==> src/rtl/isa_ram_arbiter_pkg.sv <==
// Shared types and constants for the ISA RAM-port arbiter.
package isa_arb_pkg;

    typedef enum logic [1:0] {
        IDLE    = 2'd0,
        CONNECT = 2'd1,
        BUSY    = 2'd2
    } state_e;

    localparam logic TXS_IDLE = 1'b1;
    localparam logic TXE_IDLE = 1'b1;

    // Index width for n requesters, never narrower than one bit.
    function automatic int unsigned idx_w(input int unsigned n);
        return (n > 1) ? $clog2(n) : 1;
    endfunction

endpackage

==> src/rtl/isa_ram_arbiter_if.sv <==
// Unit-side and RAM-side transaction signals seen by the arbiter.
interface isa_ram_arbiter_if #(
    parameter int unsigned NREQ   = 4,
    parameter int unsigned ADDR_W = 64,
    parameter int unsigned DATA_W = 32
);
    logic [NREQ-1:0]        req_txs;
    logic [NREQ-1:0]        req_re;
    logic [NREQ-1:0]        req_we;
    logic [NREQ*ADDR_W-1:0] req_addr;
    logic [NREQ*DATA_W-1:0] req_wd;
    logic [NREQ-1:0]        req_txe;
    logic [DATA_W-1:0]      req_rd;

    logic                   ram_txs;
    logic                   ram_re;
    logic                   ram_we;
    logic [ADDR_W-1:0]      ram_addr;
    logic [DATA_W-1:0]      ram_wd;
    logic                   ram_txe;
    logic [DATA_W-1:0]      ram_rd;

    // Arbiter view.
    modport slave (
        input  req_txs, req_re, req_we, req_addr, req_wd, ram_txe, ram_rd,
        output req_txe, req_rd, ram_txs, ram_re, ram_we, ram_addr, ram_wd
    );

    // Environment view: units plus RAM.
    modport master (
        output req_txs, req_re, req_we, req_addr, req_wd, ram_txe, ram_rd,
        input  req_txe, req_rd, ram_txs, ram_re, ram_we, ram_addr, ram_wd
    );
endinterface

==> src/rtl/isa_ram_arbiter_rr_pick.sv <==
// Combinational round-robin picker: first pending index strictly after ptr.
module rr_pick #(
    parameter int unsigned NREQ  = 4,
    parameter int unsigned IDX_W = 2
) (
    input  logic [NREQ-1:0]  pending,
    input  logic [IDX_W-1:0] ptr,
    output logic             valid,
    output logic [IDX_W-1:0] idx
);

    logic [NREQ-1:0] rot;
    logic [IDX_W-1:0] sel;

    // Position k of the rotated vector maps back to unit (ptr + 1 + k) mod NREQ.
    function automatic logic [IDX_W-1:0] src(input logic [IDX_W-1:0] p, input int k);
        return IDX_W'((int'(p) + 1 + k) % int'(NREQ));
    endfunction

    always_comb begin
        rot = '0;
        for (int k = 0; k < int'(NREQ); k++) begin
            rot[k] = pending[src(ptr, k)];
        end
    end

    always_comb begin
        valid = 1'b0;
        sel   = '0;
        for (int k = int'(NREQ) - 1; k >= 0; k--) begin
            if (rot[k]) begin
                valid = 1'b1;
                sel   = IDX_W'(k);
            end
        end
    end

    assign idx = src(ptr, int'(sel));

endmodule

==> src/rtl/isa_ram_arbiter.sv <==
// Round-robin arbiter sharing one RAM txs/txe transaction port between NREQ units.
module isa_ram_arbiter
    import isa_arb_pkg::*;
#(
    parameter  int unsigned NREQ   = 4,
    parameter  int unsigned ADDR_W = 64,
    parameter  int unsigned DATA_W = 32,
    localparam int unsigned IDX_W  = idx_w(NREQ)
) (
    input  logic             clk,
    input  logic             rst_n,
    isa_ram_arbiter_if.slave bus,
    output logic             busy,
    output logic [IDX_W-1:0] gnt_idx
);

    state_e           state_q, state_d;
    logic [IDX_W-1:0] gnt_q, gnt_d;
    logic [IDX_W-1:0] rr_q, rr_d;
    logic             busy_q, busy_d;

    logic [NREQ-1:0]  pending;
    logic             pick_valid;
    logic [IDX_W-1:0] pick_idx;
    logic             gnt_txs;

    assign pending = ~bus.req_txs;
    assign gnt_txs = bus.req_txs[gnt_q];

    rr_pick #(
        .NREQ  (NREQ),
        .IDX_W (IDX_W)
    ) u_pick (
        .pending (pending),
        .ptr     (rr_q),
        .valid   (pick_valid),
        .idx     (pick_idx)
    );

    always_ff @(posedge clk or negedge rst_n) begin
        if (!rst_n) begin
            state_q <= IDLE;
            gnt_q   <= '0;
            rr_q    <= IDX_W'(NREQ - 1);
            busy_q  <= 1'b0;
        end else begin
            state_q <= state_d;
            gnt_q   <= gnt_d;
            rr_q    <= rr_d;
            busy_q  <= busy_d;
        end
    end

    // Grant lifecycle; rr pointer moves only on a completed transaction.
    always_comb begin
        state_d = state_q;
        gnt_d   = gnt_q;
        rr_d    = rr_q;
        busy_d  = busy_q;
        unique case (state_q)
            IDLE: begin
                if (pick_valid && bus.ram_txe) begin
                    gnt_d   = pick_idx;
                    state_d = CONNECT;
                    busy_d  = 1'b1;
                end
            end
            CONNECT: begin
                if (!bus.ram_txe) begin
                    state_d = BUSY;
                end else if (gnt_txs) begin
                    state_d = IDLE;
                    busy_d  = 1'b0;
                end
            end
            BUSY: begin
                if (gnt_txs && bus.ram_txe) begin
                    state_d = IDLE;
                    rr_d    = gnt_q;
                    busy_d  = 1'b0;
                end
            end
            default: begin
                state_d = IDLE;
                busy_d  = 1'b0;
            end
        endcase
    end

    logic              ram_txs, ram_re, ram_we;
    logic [ADDR_W-1:0] ram_addr;
    logic [DATA_W-1:0] ram_wd;
    logic [NREQ-1:0]   req_txe;

    // Pass-through mux; idle values whenever no grant is held.
    always_comb begin
        ram_txs  = TXS_IDLE;
        ram_re   = 1'b0;
        ram_we   = 1'b0;
        ram_addr = '0;
        ram_wd   = '0;
        req_txe  = {NREQ{TXE_IDLE}};
        if (state_q != IDLE) begin
            ram_txs        = gnt_txs;
            ram_re         = bus.req_re[gnt_q];
            ram_we         = bus.req_we[gnt_q];
            ram_addr       = bus.req_addr[int'(gnt_q) * int'(ADDR_W) +: ADDR_W];
            ram_wd         = bus.req_wd[int'(gnt_q) * int'(DATA_W) +: DATA_W];
            req_txe[gnt_q] = bus.ram_txe;
        end
    end

    assign bus.ram_txs  = ram_txs;
    assign bus.ram_re   = ram_re;
    assign bus.ram_we   = ram_we;
    assign bus.ram_addr = ram_addr;
    assign bus.ram_wd   = ram_wd;
    assign bus.req_txe  = req_txe;
    assign bus.req_rd   = bus.ram_rd;

    assign busy    = busy_q;
    assign gnt_idx = gnt_q;

endmodule

==> src/flat_wrapper.sv <==
// flat-port wrapper written by rule: the top's interface ports become plain ports
module isa_ram_arbiter_flat import isa_arb_pkg::*;
#(
    parameter  int unsigned NREQ   = 4,
    parameter  int unsigned ADDR_W = 64,
    parameter  int unsigned DATA_W = 32,
    localparam int unsigned IDX_W  = idx_w(NREQ)
)
  (clk, rst_n, busy, gnt_idx, bus_req_txs, bus_req_re, bus_req_we, bus_req_addr, bus_req_wd, bus_ram_txe, bus_ram_rd, bus_req_txe, bus_req_rd, bus_ram_txs, bus_ram_re, bus_ram_we, bus_ram_addr, bus_ram_wd);
  isa_ram_arbiter_if #(.NREQ(NREQ), .ADDR_W(ADDR_W), .DATA_W(DATA_W)) bus_i ();
  input  logic clk;
  input  logic rst_n;
  output logic busy;
  output logic [IDX_W-1:0] gnt_idx;
  input wire logic [$bits(bus_i.req_txs)-1:0] bus_req_txs;
  input wire logic [$bits(bus_i.req_re)-1:0] bus_req_re;
  input wire logic [$bits(bus_i.req_we)-1:0] bus_req_we;
  input wire logic [$bits(bus_i.req_addr)-1:0] bus_req_addr;
  input wire logic [$bits(bus_i.req_wd)-1:0] bus_req_wd;
  input wire logic [$bits(bus_i.ram_txe)-1:0] bus_ram_txe;
  input wire logic [$bits(bus_i.ram_rd)-1:0] bus_ram_rd;
  output wire logic [$bits(bus_i.req_txe)-1:0] bus_req_txe;
  output wire logic [$bits(bus_i.req_rd)-1:0] bus_req_rd;
  output wire logic [$bits(bus_i.ram_txs)-1:0] bus_ram_txs;
  output wire logic [$bits(bus_i.ram_re)-1:0] bus_ram_re;
  output wire logic [$bits(bus_i.ram_we)-1:0] bus_ram_we;
  output wire logic [$bits(bus_i.ram_addr)-1:0] bus_ram_addr;
  output wire logic [$bits(bus_i.ram_wd)-1:0] bus_ram_wd;
  assign bus_i.req_txs = bus_req_txs;
  assign bus_i.req_re = bus_req_re;
  assign bus_i.req_we = bus_req_we;
  assign bus_i.req_addr = bus_req_addr;
  assign bus_i.req_wd = bus_req_wd;
  assign bus_i.ram_txe = bus_ram_txe;
  assign bus_i.ram_rd = bus_ram_rd;
  assign bus_req_txe = bus_i.req_txe;
  assign bus_req_rd = bus_i.req_rd;
  assign bus_ram_txs = bus_i.ram_txs;
  assign bus_ram_re = bus_i.ram_re;
  assign bus_ram_we = bus_i.ram_we;
  assign bus_ram_addr = bus_i.ram_addr;
  assign bus_ram_wd = bus_i.ram_wd;
  isa_ram_arbiter #(.NREQ(NREQ), .ADDR_W(ADDR_W), .DATA_W(DATA_W)) u_core (.clk(clk), .rst_n(rst_n), .bus(bus_i), .busy(busy), .gnt_idx(gnt_idx));
endmodule
==> config.mk <==
export PLATFORM = sky130hd
export DESIGN_NAME = isa_ram_arbiter_flat
export DESIGN_NICKNAME = d
export VERILOG_FILES = /design/src/rtl/isa_ram_arbiter_pkg.sv /design/src/rtl/isa_ram_arbiter_if.sv /design/src/rtl/isa_ram_arbiter_rr_pick.sv /design/src/rtl/isa_ram_arbiter.sv /design/src/flat_wrapper.sv
export SDC_FILE = /design/constraint.sdc
export NUM_CORES = 1
export LEC_CHECK = 0
export BUFFER_PORTS_ARGS = -buffer_cell sky130_fd_sc_hd__buf_2
export CAP_MARGIN = 20
export CORE_AREA = 10 10 212 214
export DETAILED_ROUTE_END_ITERATION = 7
export DIE_AREA = 0 0 222 224
export PLACE_DENSITY = 0.39
export RECOVER_POWER = 100
export SLEW_MARGIN = 20
export SYNTH_ARGS = -nofsm -noshare
export SYNTH_HDL_FRONTEND = slang
export SYNTH_SLANG_ARGS = --single-unit
==> constraint.sdc <==
create_clock -name clk -period 4.81 [get_ports clk]
set_input_delay 0.962 -clock clk [delete_from_list [all_inputs] [get_ports clk]]
set_output_delay 0.962 -clock clk [all_outputs]
set_load 0.01 [all_outputs]
==> results_dict.tcl <==
set metrics [dict create \
    run_status "finished, final reports clean" \
    top_level_ports 569 \
    initial_cell_density_of_the_core 0.0946 \
    start_kind "flop" \
    cellPowerDensity_nw_per_um2 477 \
    post_cts_resize_count 0 \
    vdd.ir_drop.worst_uv 246 \
    clock_tree_from_tritoncts "built" \
    post_synth_and_or_nand_nor_area_fraction 0.202 \
    timing.setup.tns_ps 0 \
    first_global_vias 5370 \
    detailed_place.area_um2 6700 \
    routed_length_per_placed_instance_um 21.4 \
    cts_setup_buffers 0 \
    ys_async_rst_share 1.00 \
    combinational_family_with_the_most_area_after_synthesis "multiplexers" \
    regToRegSetupSlack_ps 2400 \
    combinational_group_share_of_total_power 0.866 \
    rsz0062_at_grt "no" \
    hold_viol_final 0 \
    switching_share 0.491 \
    crit_path_max_fanout 29 \
    worst_setup_path_end_kind "output pin" \
    finalWeightedCongestion 1.01 \
    ys_warn_count 0 \
    synth.cells.most_frequent "sky130_fd_sc_hd__nor2b_1, sky130_fd_sc_hd__mux4_2, sky130_fd_sc_hd__buf_4, sky130_fd_sc_hd__clkbuf_1, sky130_fd_sc_hd__buf_2" \
    r2r-start "u_core.gnt_idx[1]" \
    worst_hold_path.endpoint "u_core.busy" \
    average_via_count_per_standard_cell 3.70 \
    grt_start_max_net_pins 104 \
    ctsLongestPathBuffers 2 \
    crit_required_ps 3850 \
    ys_top_cells_by_area "sky130_fd_sc_hd__mux4_2, sky130_fd_sc_hd__nor2b_1, sky130_fd_sc_hd__buf_4, sky130_fd_sc_hd__dfrtp_1, sky130_fd_sc_hd__buf_6" \
    finalClockSkew_ps 0.765 \
    post-dp-hpwl_um 25000 \
    synth.lib_cells_used.distinct 32 \
    postSynthAreaPerCell_um2 11.6 \
    die_y_um 224 \
    synth-adder-area-share 0.00326 \
    synth-main-ff-cell "sky130_fd_sc_hd__dfrtp_1" \
    antenna_found_initial 5 \
    internal_power_mw 1.61 \
    synth.area.mux_share 0.590 \
    power_frac_clock 0.045 \
    cts.sinks 7 \
    firstDrtPassIters 4 \
    antenna_left 0 \
    clk_pin_slew_worst_paths_ps 40 \
    netlist.area_leader.share 0.581 \
    coreArea_um2 40600 \
    detail_route.drc_violations 0 \
    timing.fmax_mhz 260 \
    setup_viol_count_final 0 \
    clk-insertion-delay-late_ps 230 \
    criticalPathCategory "reg -> out" \
    placement.io_buffers 504 \
    cts_htree_levels 1 \
    rows 74 \
    worst_hold_stages 2 \
    worstPathCellList "clkbuf_2 > mux4_2 > nor2b_1 > clkbuf_1" \
    synthMostInstantiatedCell "sky130_fd_sc_hd__nor2b_1" \
    synth_seq_area_share 0.0463 \
    number_of_flops_mapped_to_enable_cells_by_yosys 0 \
    routed-via-count 4857 \
    global_route_total_overflow 0 \
    flow.area_growth_from_synthesis_pct 72.7 \
    drt_first_iter_violations 279 \
    wl_um 28000 \
    worst_path_arrival_ps 2880 \
    post_synth_xor_area_fraction 0.00685 \
    r2r_end "u_core.rr_q[0]" \
    min_from "u_core.busy" \
    timing.hold.worst.class "reg -> reg" \
    finalCriticalPeriod_ps 3840 \
    cts-root-buf "sky130_fd_sc_hd__clkbuf_16" \
    synth_cells 331 \
    tightestPinTransition_ps 1320 \
    max-cap-violations 0 \
    die-area_um2 49700 \
    seq_cells_post_synth 7 \
    power.share.sequential 0.090 \
    timing.slew.headroom 0.122 \
    grt_pass1_wl_um 39000 \
    yosysTopAreaCell "sky130_fd_sc_hd__mux4_2" \
    fill_cells 4694 \
    final_design_area_no_fill_um2 6630 \
    layout_worst_path_cycle_share 0.798 \
    synthesis.nets 763 \
    synth_compound_gate_area_share 0.0241 \
    final_layout_size_suffix_gt1_frac 0.668 \
    syn-cell-area_um2 3840 \
    cts_made_buffers 3 \
    worst_path_max_delay_cell "sky130_fd_sc_hd__dfrtp_1" \
    maxSlewViolCount 0 \
    ctsHoldBuffers 0 \
    layout_net_count 1211 \
    p_sw_mw 1.55 \
    die-width_um 222 \
    static-leakage-power_nw 2.84 \
    r2r.worst_path.cells 4 \
    critPathMaxStageDelay_ps 1200 \
    globalRouteTotalUtil 0.103 \
]
[placed cells by master, fill, tap and decap left out, drive strengths merged]
cell	instances
nand2	15
nand4	2
diode	1
nand3	3
nor2	5
nand3b	1
clkbuf	109
a22o	1
buf	410
a2111oi	1
nand2b	1
o21ai	3
o32ai	1
nor2b	101
ha	1
dfrtp	5
or2	1
dfstp	2
xnor2	3
mux4	99
nor3	1
mux2	3
inv	3
and2	1
o2bb2ai	1
o221ai	1
a21oi	2
a32oi	2
[per-layer routing]
layer,vias up,wire [µm],global-route usage
met5,-,24,0
met4,4,164,0.00987
met3,15,2740,0.0348
met2,318,14100,0.178
met1,2365,11000,0.125
li1,2155,-,-
[flip-flops by register name, indices dropped and copies added (netlist names)]
register and flops:
u_core.rr_q 2, u_core.gnt_idx 2, u_core.state_q 2, u_core.busy 1
[cells by family (layout without fill, tap and decap cells)]
kind of cell / after synthesis / after routing
compound gates: 12 / 12
xor+xnor: 3 / 3
fa+ha+maj: 1 / 1
buf+inv: 75 / 522
flops: 7 / 7
mux: 102 / 102
other cells: 0 / 1
simple gates: 131 / 131
[power by group through the flow]
stage,clock network [mW],logic (mW),registers [mW]
2_1_floorplan,0,2.06,0.120
3_3_place_gp,0,2.91,0.302
3_5_place_dp,0,2.91,0.302
4_1_cts,0.146,2.92,0.301
5_1_grt,0.150,2.97,0.314
6_report,0.142,2.74,0.283
[worst max path at each step]
stage                       endpoint  cells past startpoint              start
global placement    bus_ram_addr[51]                      4  u_core.gnt_idx[0]
CTS                 bus_ram_addr[51]                      4  u_core.gnt_idx[0]
floorplan                bus_ram_txs                      3     bus_req_txs[3]
finish              bus_ram_addr[29]                      4  u_core.gnt_idx[1]
detailed placement  bus_ram_addr[48]                      4  u_core.gnt_idx[0]
global route        bus_ram_addr[32]                      4  u_core.gnt_idx[1]
[per-stage QoR]
stage	worst slack, ps	utilization	hold slack (ps)	instances	total power, mW
finish	971	0.163	497	1311	3.16
global route	799	0.163	532	1310	3.44
CTS	1310	0.167	503	1310	3.37
detailed placement	1570	0.165	491	1306	3.21
global placement	1570	0.165	487	1306	3.21
floorplan	1920	-	479	331	2.18
[worst max-delay path: cells and delay by family (launching register included)]
family | cells | cell delay, ps
buf+inv | 2 | 840
flops | 1 | 1200
mux | 1 | 420
simple gates | 1 | 150
[final cells by class]
| class | count | area [µm²] | area share |
|---|---|---|---|
| Multi-Input combinational cell | 249 | 3170 | 0.478 |
| Timing Repair Buffer | 515 | 2520 | 0.380 |
| Tap cell | 532 | 666 | 0.100 |
| Sequential cell | 7 | 181 | 0.0274 |
| Clock buffer | 4 | 78.8 | 0.0119 |
| Inverter | 3 | 11.3 | 0.00170 |
| Antenna cell | 1 | 2.50 | 0.000378 |
Power figures use the tool's default switching activity.
